$ cat src/rtl/muldiv_unit.sv
// Iterative one-bit-per-cycle multiply/divide unit with HI/LO registers.
// Signed operations work on magnitudes and apply sign correction in FIXUP.
module muldiv_unit #(
  parameter int WIDTH = 32
) (
  input  logic             clk,
  input  logic             rst_n,
  input  logic             start,
  input  logic [1:0]       op,
  input  logic [WIDTH-1:0] a,
  input  logic [WIDTH-1:0] b,
  input  logic             flush,
  input  logic             hi_we,
  input  logic             lo_we,
  input  logic [WIDTH-1:0] wdata,
  output logic             busy,
  output logic             done,
  output logic [WIDTH-1:0] hi,
  output logic [WIDTH-1:0] lo,
  output logic             div_by_zero
);

  localparam int CW = $clog2(WIDTH + 1);
  localparam logic [1:0] S_IDLE  = 2'd0;
  localparam logic [1:0] S_CALC  = 2'd1;
  localparam logic [1:0] S_FIXUP = 2'd2;

  logic [1:0]         r_state;
  logic [CW-1:0]      r_cnt;
  logic               r_is_div;
  logic               r_neg_res;
  logic               r_neg_rem;
  logic               r_dbz_pend;
  logic [WIDTH-1:0]   r_opa;
  logic [WIDTH-1:0]   r_opb;
  logic [2*WIDTH-1:0] r_acc;
  logic [WIDTH-1:0]   r_hi;
  logic [WIDTH-1:0]   r_lo;
  logic               r_busy;
  logic               r_done;
  logic               r_dbz;

  function automatic logic [WIDTH-1:0] f_neg(input logic [WIDTH-1:0] x);
    return ~x + WIDTH'(1);
  endfunction

  function automatic logic [2*WIDTH-1:0] f_neg2(input logic [2*WIDTH-1:0] x);
    return ~x + (2*WIDTH)'(1);
  endfunction

  logic               w_a_neg;
  logic               w_b_neg;
  logic               w_accept;
  logic               w_mt_ok;
  logic [WIDTH:0]     w_msum;
  logic [WIDTH:0]     w_shift;
  logic [WIDTH:0]     w_diff;
  logic               w_qbit;
  logic [2*WIDTH-1:0] w_prod;
  logic [WIDTH-1:0]   w_quo;
  logic [WIDTH-1:0]   w_rem;

  assign w_a_neg  = op[0] & a[WIDTH-1];
  assign w_b_neg  = op[0] & b[WIDTH-1];
  assign w_accept = (r_state == S_IDLE) & start & ~flush;
  assign w_mt_ok  = (r_state == S_IDLE) & ~start;

  // Multiply: add the multiplicand into the upper half, then shift the whole product right.
  assign w_msum = {1'b0, r_acc[2*WIDTH-1:WIDTH]} + (r_opb[0] ? {1'b0, r_opa} : '0);

  // Divide: the borrow bit of the trial subtraction is the inverted quotient bit.
  assign w_shift = {r_acc[WIDTH-1:0], r_opa[WIDTH-1]};
  assign w_diff  = w_shift - {1'b0, r_opb};
  assign w_qbit  = ~w_diff[WIDTH];

  // A zero divisor leaves |a| as remainder; restoring the dividend sign yields the original a.
  assign w_prod = r_neg_res ? f_neg2(r_acc) : r_acc;
  assign w_quo  = r_dbz_pend ? '1 : (r_neg_res ? f_neg(r_opa) : r_opa);
  assign w_rem  = r_neg_rem ? f_neg(r_acc[WIDTH-1:0]) : r_acc[WIDTH-1:0];

  always_ff @(posedge clk) begin
    if (!rst_n) begin
      r_state    <= S_IDLE;
      r_cnt      <= '0;
      r_is_div   <= 1'b0;
      r_neg_res  <= 1'b0;
      r_neg_rem  <= 1'b0;
      r_dbz_pend <= 1'b0;
      r_opa      <= '0;
      r_opb      <= '0;
      r_acc      <= '0;
      r_hi       <= '0;
      r_lo       <= '0;
      r_busy     <= 1'b0;
      r_done     <= 1'b0;
      r_dbz      <= 1'b0;
    end else begin
      r_done <= 1'b0;
      case (r_state)
        S_IDLE: begin
          if (w_accept) begin
            r_state    <= S_CALC;
            r_cnt      <= CW'(WIDTH);
            r_busy     <= 1'b1;
            r_is_div   <= op[1];
            r_opa      <= w_a_neg ? f_neg(a) : a;
            r_opb      <= w_b_neg ? f_neg(b) : b;
            r_acc      <= '0;
            r_neg_res  <= w_a_neg ^ w_b_neg;
            r_neg_rem  <= w_a_neg;
            r_dbz_pend <= op[1] & (b == '0);
          end
          if (w_mt_ok && hi_we) r_hi <= wdata;
          if (w_mt_ok && lo_we) r_lo <= wdata;
        end
        S_CALC: begin
          if (flush) begin
            r_state <= S_IDLE;
            r_busy  <= 1'b0;
          end else begin
            if (r_is_div) begin
              r_acc <= {{(WIDTH-1){1'b0}}, (w_qbit ? w_diff : w_shift)};
              r_opa <= {r_opa[WIDTH-2:0], w_qbit};
            end else begin
              r_acc <= {w_msum, r_acc[WIDTH-1:1]};
              r_opb <= r_opb >> 1;
            end
            r_cnt <= r_cnt - CW'(1);
            if (r_cnt == CW'(1)) r_state <= S_FIXUP;
          end
        end
        S_FIXUP: begin
          r_state <= S_IDLE;
          r_busy  <= 1'b0;
          if (!flush) begin
            r_done <= 1'b1;
            r_dbz  <= r_dbz_pend;
            if (r_is_div) begin
              r_hi <= w_rem;
              r_lo <= w_quo;
            end else begin
              r_hi <= w_prod[2*WIDTH-1:WIDTH];
              r_lo <= w_prod[WIDTH-1:0];
            end
          end
        end
        default: begin
          r_state <= S_IDLE;
          r_busy  <= 1'b0;
        end
      endcase
    end
  end

  assign busy        = r_busy;
  assign done        = r_done;
  assign hi          = r_hi;
  assign lo          = r_lo;
  assign div_by_zero = r_dbz;

endmodule

$ cat config.mk
export PLATFORM = sky130hd
export DESIGN_NAME = muldiv_unit
export DESIGN_NICKNAME = d
export VERILOG_FILES = /design/src/rtl/muldiv_unit.sv
export SDC_FILE = /design/constraint.sdc
export NUM_CORES = 1
export LEC_CHECK = 0
export CAP_MARGIN = 25
export CORE_MARGIN = 8
export CORE_UTILIZATION = 53
export CTS_BUF_LIST = sky130_fd_sc_hd__clkbuf_16
export CTS_CLUSTER_SIZE = 16
export DETAILED_ROUTE_END_ITERATION = 12
export HOLD_SLACK_MARGIN = 0.08
export PLACE_DENSITY_LB_ADDON = 0.15
export SLEW_MARGIN = 40
export SYNTH_ARGS = -nofsm -noshare
export SYNTH_HDL_FRONTEND = slang
export SYNTH_SLANG_ARGS = --single-unit
$ cat constraint.sdc
create_clock -name clk -period 3.8 [get_ports clk]
set_input_delay 0.38 -clock clk [delete_from_list [all_inputs] [get_ports clk]]
set_output_delay 0.38 -clock clk [all_outputs]
set_load 0.05 [all_outputs]
# After elaboration in Yosys (flattened, before gate mapping)
# Cells that the tools add are included.
[totals]
register_bits = 207
latch_bits = 0
ramBits = 0
romBits = 0
inputBits = 104
out_inout_bits = 67
word_cells = 104
n_memories = 0
[op_classes]
addsub = 8
mul = 0
div_mod_pow = 0
n_lt_le_gt_ge = 0
eq_ne = 12
shift = 0
n_mux = 39
bitwise = 15
n_reduce_logical = 16
[ops]
columns = ["operator", "n"]
rows = [
  ["two-way mux 32 bit", 18],
  ["two-way mux 64 bit", 4],
  ["case mux 32 bit (2 select lines)", 4],
  ["adder 32 x 1 -> 32 bit, second input constant", 4],
  ["NOT 32 bit", 4],
  ["case mux 64 bit (2 select lines)", 1],
  ["adder 64 x 1 -> 64 bit, second input constant", 1],
  ["NOT 64 bit", 1],
  ["adder 32 x 32 -> 33 bit", 1],
  ["two-way mux 33 bit", 1],
  ["subtractor 33 x 32 -> 33 bit", 1],
  ["logical NOT 32 bit", 1],
  ["two-way mux 6 bit", 2],
  ["inequality test 2 bit, second input constant", 6],
  ["case mux 6 bit (2 select lines)", 1],
  ["AND reduction 2 bit", 5],
  ["AND reduction 3 bit", 3],
  ["AND reduction 4 bit", 2],
  ["bitwise AND 1 bit", 6],
  ["== test 6 x 1 -> 1 bit, second input constant", 1],
  ["two-way mux 2 bit", 3],
  ["subtractor 6 x 1 -> 6 bit, second input constant", 1],
  ["inequality test 2 x 1 -> 1 bit, second input constant", 2],
  ["case mux 2 bit (2 select lines)", 1],
  ["10 further kinds", 16],
]

# Longest topological paths before layout
[logic_depth]
ltp_word = 7
depth_mapped = 18
depth_no_buf = 18

# Least setup slack after synthesis
# No wires, ideal clock.
[synth_path]
path_kind = "flip-flop to flip-flop"
startpoint = "register r_opb[8]"
endpoint = "register r_acc[17]"
setup_ps = 131
t_arrival_ps = 3876
required_time_ps = 3669
path_slack_ps = -207
stages_incl_launch_ff = 18
n_path_buf = 3
period_less_slack_ps = 4007
path_cell_list = "dfxtp_1 inv_1 ha_1 buf_6 and3_1 a221o_1 o41ai_2 a21boi_2 a211oi_1 o21ai_1 a31oi_1 o21ai_0 ha_1 buf_1 clkbuf_1 mux2i_1 a2bb2oi_1 a21oi_1"
[synth_via]
elab_chain_len = 5
[synth_rtl]
columns = ["element", "line", "source"]
rows = [
  ["start, declared", "35", "logic [WIDTH-1:0] r_opb;"],
  ["start signal, assigned", "107", "r_opb <= w_b_neg ? f_neg(b) : b;"],
  ["start signal, assigned", "126", "r_opb <= r_opb >> 1;"],
  ["subtractor 33 x 32 -> 33 bit", "73", "assign w_diff = w_shift - {1'b0, r_opb};"],
  ["two-way mux 33 bit", "122", "r_acc <= {{(WIDTH-1){1'b0}}, (w_qbit ? w_diff : w_shift)};"],
  ["two-way mux 64 bit", "121", "if (r_is_div) begin"],
  ["two-way mux 64 bit", "117", "if (flush) begin"],
  ["case mux 64 bit (2 select lines)", "99", "case (r_state)"],
  ["end signal, assigned", "122", ""],
  ["end signal, assigned", "125", "r_acc <= {w_msum, r_acc[WIDTH-1:1]};"],
  ["end, declared", "36", "logic [2*WIDTH-1:0] r_acc;"],
]
# Every way passes these cells. The select of a mux whose other input is x is not followed.
# A chain may end at the register's enable or synchronous reset.

# Worst setup path in the final report
[layout_path]
startpoint = "register r_opb[0]"
endpoint = "register r_acc[61]"
[layout_via]
elab_chain_len = 5
[layout_rtl]
columns = ["element", "line", "source"]
rows = [
  ["two-way mux 32 bit", "69", "assign w_msum = {1'b0, r_acc[2*WIDTH-1:WIDTH]} + (r_opb[0] ? {1'b0, r_opa} : '0);"],
  ["adder 32 x 32 -> 33 bit", "69", ""],
  ["two-way mux 64 bit", "121", ""],
  ["two-way mux 64 bit", "117", ""],
  ["case mux 64 bit (2 select lines)", "99", ""],
]
# Every way passes these cells. The select of a mux whose other input is x is not followed.

==> flow_metrics.tcl <==
set metrics [dict create \
    cts_buffers 25 \
    rr_worst_depth 14 \
    finalSetupTns_ns 0 \
    drcViolationCount 0 \
    p_per_area_nw_per_um2 344 \
    gp_congestion 1.01 \
    grt_util_met2_pct 41.8 \
    end_kind "flop" \
    final_nets 2582 \
    ant_nets 0 \
    cp_slowest_stage_delay_ns 0.44 \
    routedWlPerCell_um 20.2 \
    dr.pass1.iters 8 \
    hp-class "in -> reg" \
    cts_tree "yes" \
    floorplan.initialDensity_pct 53.6 \
    ys_seq_elements 207 \
    hold_viol 0 \
    nFillCells 2831 \
    syn_area_um2 16800 \
    synthArstFlopShare_pct 0 \
    synth_flop_cell "dfxtp_1" \
    grt_use_total_pct 28.7 \
    placementRows 65 \
    cp-start-kind "flop" \
    dp_hpwl_mm 43.5 \
    cp_common_cell "buf_4" \
    maxCapViolations 0 \
    cp_data_required_time_ns 4.22 \
    vias_per_cell 6.27 \
    cp_max_fo 33 \
    drt-total-wl_mm 57.1 \
    min_from "rst_n" \
    yosysUniqueCellTypes 79 \
    cts_buffer_depth 3 \
    path_clk_slew_ns 0.06 \
    tightest_slew_ns 0.844 \
    via_count 17715 \
    rrSetupSlack_ns 0.18 \
    finalCritPeriodShare_pct 95.4 \
    outcome "finished, final reports clean" \
    holdPathEnd "r_opa[0]" \
    synth_top_cell_area_share_pct 24.6 \
    antenna_found_initial 1 \
    cts_root_buffer "clkbuf_16" \
    synth_cells 2266 \
    io_buffers 170 \
    fin_util_pct 64.3 \
    dieArea_um2 37700 \
    synth_most_common_cell "nand2_1" \
    peakVddDrop_mv 0.346 \
    path_cells "buf_4 > and2_1 > ha_1 > a21o_1 > a21o_1 > a2111oi_0 > buf_4 > o41ai_1 > a31oi_1 > nor3_1 > a2111oi_0 > buf_4 > nor4b_1 > a211o_1" \
    io_pins 171 \
    holdWs_ns 0.202 \
    r2r_start "r_opb[0]" \
    cp_top_family "compound AO/OA/AOI/OAI gates" \
    syn_avg_cell_area_um2 7.42 \
    slew-limit-headroom_pct 43.5 \
    netlist_top_cells_count "nand2_1, dfxtp_1, a21oi_1" \
    holdPathStages 2 \
    overflow 0 \
    fp.dieW_um 194 \
    p_leak_nw 7.96 \
    crit_arrival_ns 4.04 \
    htree_levels 1 \
    dieHeight_um 194 \
    layout-drive-gt1-share_pct 8.84 \
    met1_usage_pct 42.6 \
    syn2layout_area_growth_pct 20.0 \
    reg2reg_to "r_acc[61]" \
    finalSetupViolCount 0 \
    fin_skew_ns 0.0304 \
    synth-warning-count 0 \
    grt_util_met3_pct 5.15 \
    finalMaxSlewViolations 0 \
    worstSetupPathType "reg -> reg" \
    synthesis.nets 2444 \
    critPathBufInv 3 \
    slowest_stage "a2111oi_0" \
    ys_top_cells_by_area "dfxtp_1, xnor2_1, a21oi_1" \
    grt_max_degree 131 \
    drtIter0Drc 1747 \
    worstSkewPairLatency_ns 0.55 \
    cts.sinks 207 \
    grt_pass1_vias 15849 \
    yosysTopAreaCell "dfxtp_1" \
    ys_seq_area_share_pct 24.6 \
    grt_pass1_wl_mm 89.4 \
    core_um2 31400 \
    period_minus_slack_ns 3.62 \
    fmax_ghz 0.276 \
    gr-max-usage-layer "met1" \
    synth_edf_count 0 \
]
-- layout by cell type, fill, tap and decap left out, drive strengths merged, types with 21 or more instances in the layout --
master         synthesis  final
nand2                217    217
dfxtp                207    207
a21oi                200    200
o21ai                184    184
clkdlybuf4s50          0    169
nor2                 169    169
xnor2                130    130
buf                   33    118
xor2                  93     93
nor2b                 73     73
ha                    72     72
inv                   64     69
a211oi                57     57
a31oi                 55     55
nand3                 50     50
and2                  45     45
o211ai                44     44
a21o                  39     39
nor3                  35     35
o31ai                 33     33
clkbuf               143     25
o41ai                 25     25
o221ai                22     22
nand2b                21     21
-- metrics by stage --
step	worst slack [ns]	instances	total power, mW	instance area, um^2
6_report	0.176	2824	6.95	20200
4_1_cts	-0.00678	2821	6.89	20100
3_3_place_gp	0.0413	2777	4.53	19300
3_5_place_dp	-0.0903	2777	4.56	19300
2_1_floorplan	0.0297	2266	3.82	16800
5_1_grt	-0.0153	2824	7.24	20200
-- worst max path at each step --
| stage | from | end | slack, ns | depth (start not counted) |
|---|---|---|---|---|
| after floorplan | r_opa[31] | r_acc[2] | 0.03 | 18 |
| after global placement | r_opb[10] | r_acc[29] | 0.04 | 15 |
| after detailed placement | r_opb[10] | r_acc[29] | -0.09 | 15 |
| after CTS | r_opa[31] | r_acc[16] | -0.007 | 16 |
| after global routing | r_opa[31] | r_acc[6] | -0.02 | 17 |
| final | r_opb[0] | r_acc[61] | 0.18 | 14 |
-- worst register-to-register path, stage by stage, from the launching register on --
cell and delay [ns]:
dfxtp_1 0.34, buf_4 0.30, and2_1 0.20, ha_1 0.26, a21o_1 0.19, a21o_1 0.19
a2111oi_0 0.44, buf_4 0.19, o41ai_1 0.06, a31oi_1 0.32, nor3_1 0.10, a2111oi_0 0.41
buf_4 0.18, nor4b_1 0.04, a211o_1 0.27
-- power breakdown --
group	switching [mW]	total (mW)	internal [mW]
Sequential	0.126	2.42	2.29
Combinational	1.33	2.21	0.881
Clock	0.993	2.32	1.33
Total	2.45	6.95	4.50
-- metal layers --
| metal | vias up | wire [um] |
|---|---|---|
| met3 | 99 | 5570 |
| met2 | 806 | 23300 |
| li1 | 8482 | - |
| met1 | 8328 | 26700 |
| met5 | - | 0 |
| met4 | 0 | 1500 |
-- cell families after synthesis --
kind of cell / share of synthesized area [%]
buffers and inverters: 5.59
AND/OR/NAND/NOR: 21.4
AO/OA/AOI/OAI: 30.4
flip-flops: 24.6
multiplexers: 0.833
adder cells (fa/ha/maj): 5.59
XOR/XNOR: 11.6
-- cell type report --
cell class                 count  area, um^2  share of cell area [%]
antenna                        1        2.50                  0.0124
sequential                   207        4150                    20.6
clock buffer                  25         626                    3.10
timing repair buffer         287        2640                    13.1
clock inverter                19         150                   0.744
inverter                      64         240                    1.19
multi-input combinational   1819       11900                    58.8
tap                          402         503                    2.49
-- state kept, by name, indices dropped and copies added, names as in the netlist --
signal       cells
lo              32
r_acc           64
r_is_div         1
busy             1
r_state          2
done             1
r_opb           32
r_neg_rem        1
r_opa           32
div_by_zero      1
r_cnt            6
r_dbz_pend       1
r_neg_res        1
hi              32
-- repair_timing --
item                                    in CTS  in global routing
endpoints found under the setup margin      22                 33
resized for setup                            4                 15
gates cloned                                 0                  0
setup buffers                                0                  1
pin swaps                                    0                  5
hold buffers                                 0                  0
(Power assumes the default switching activity.)
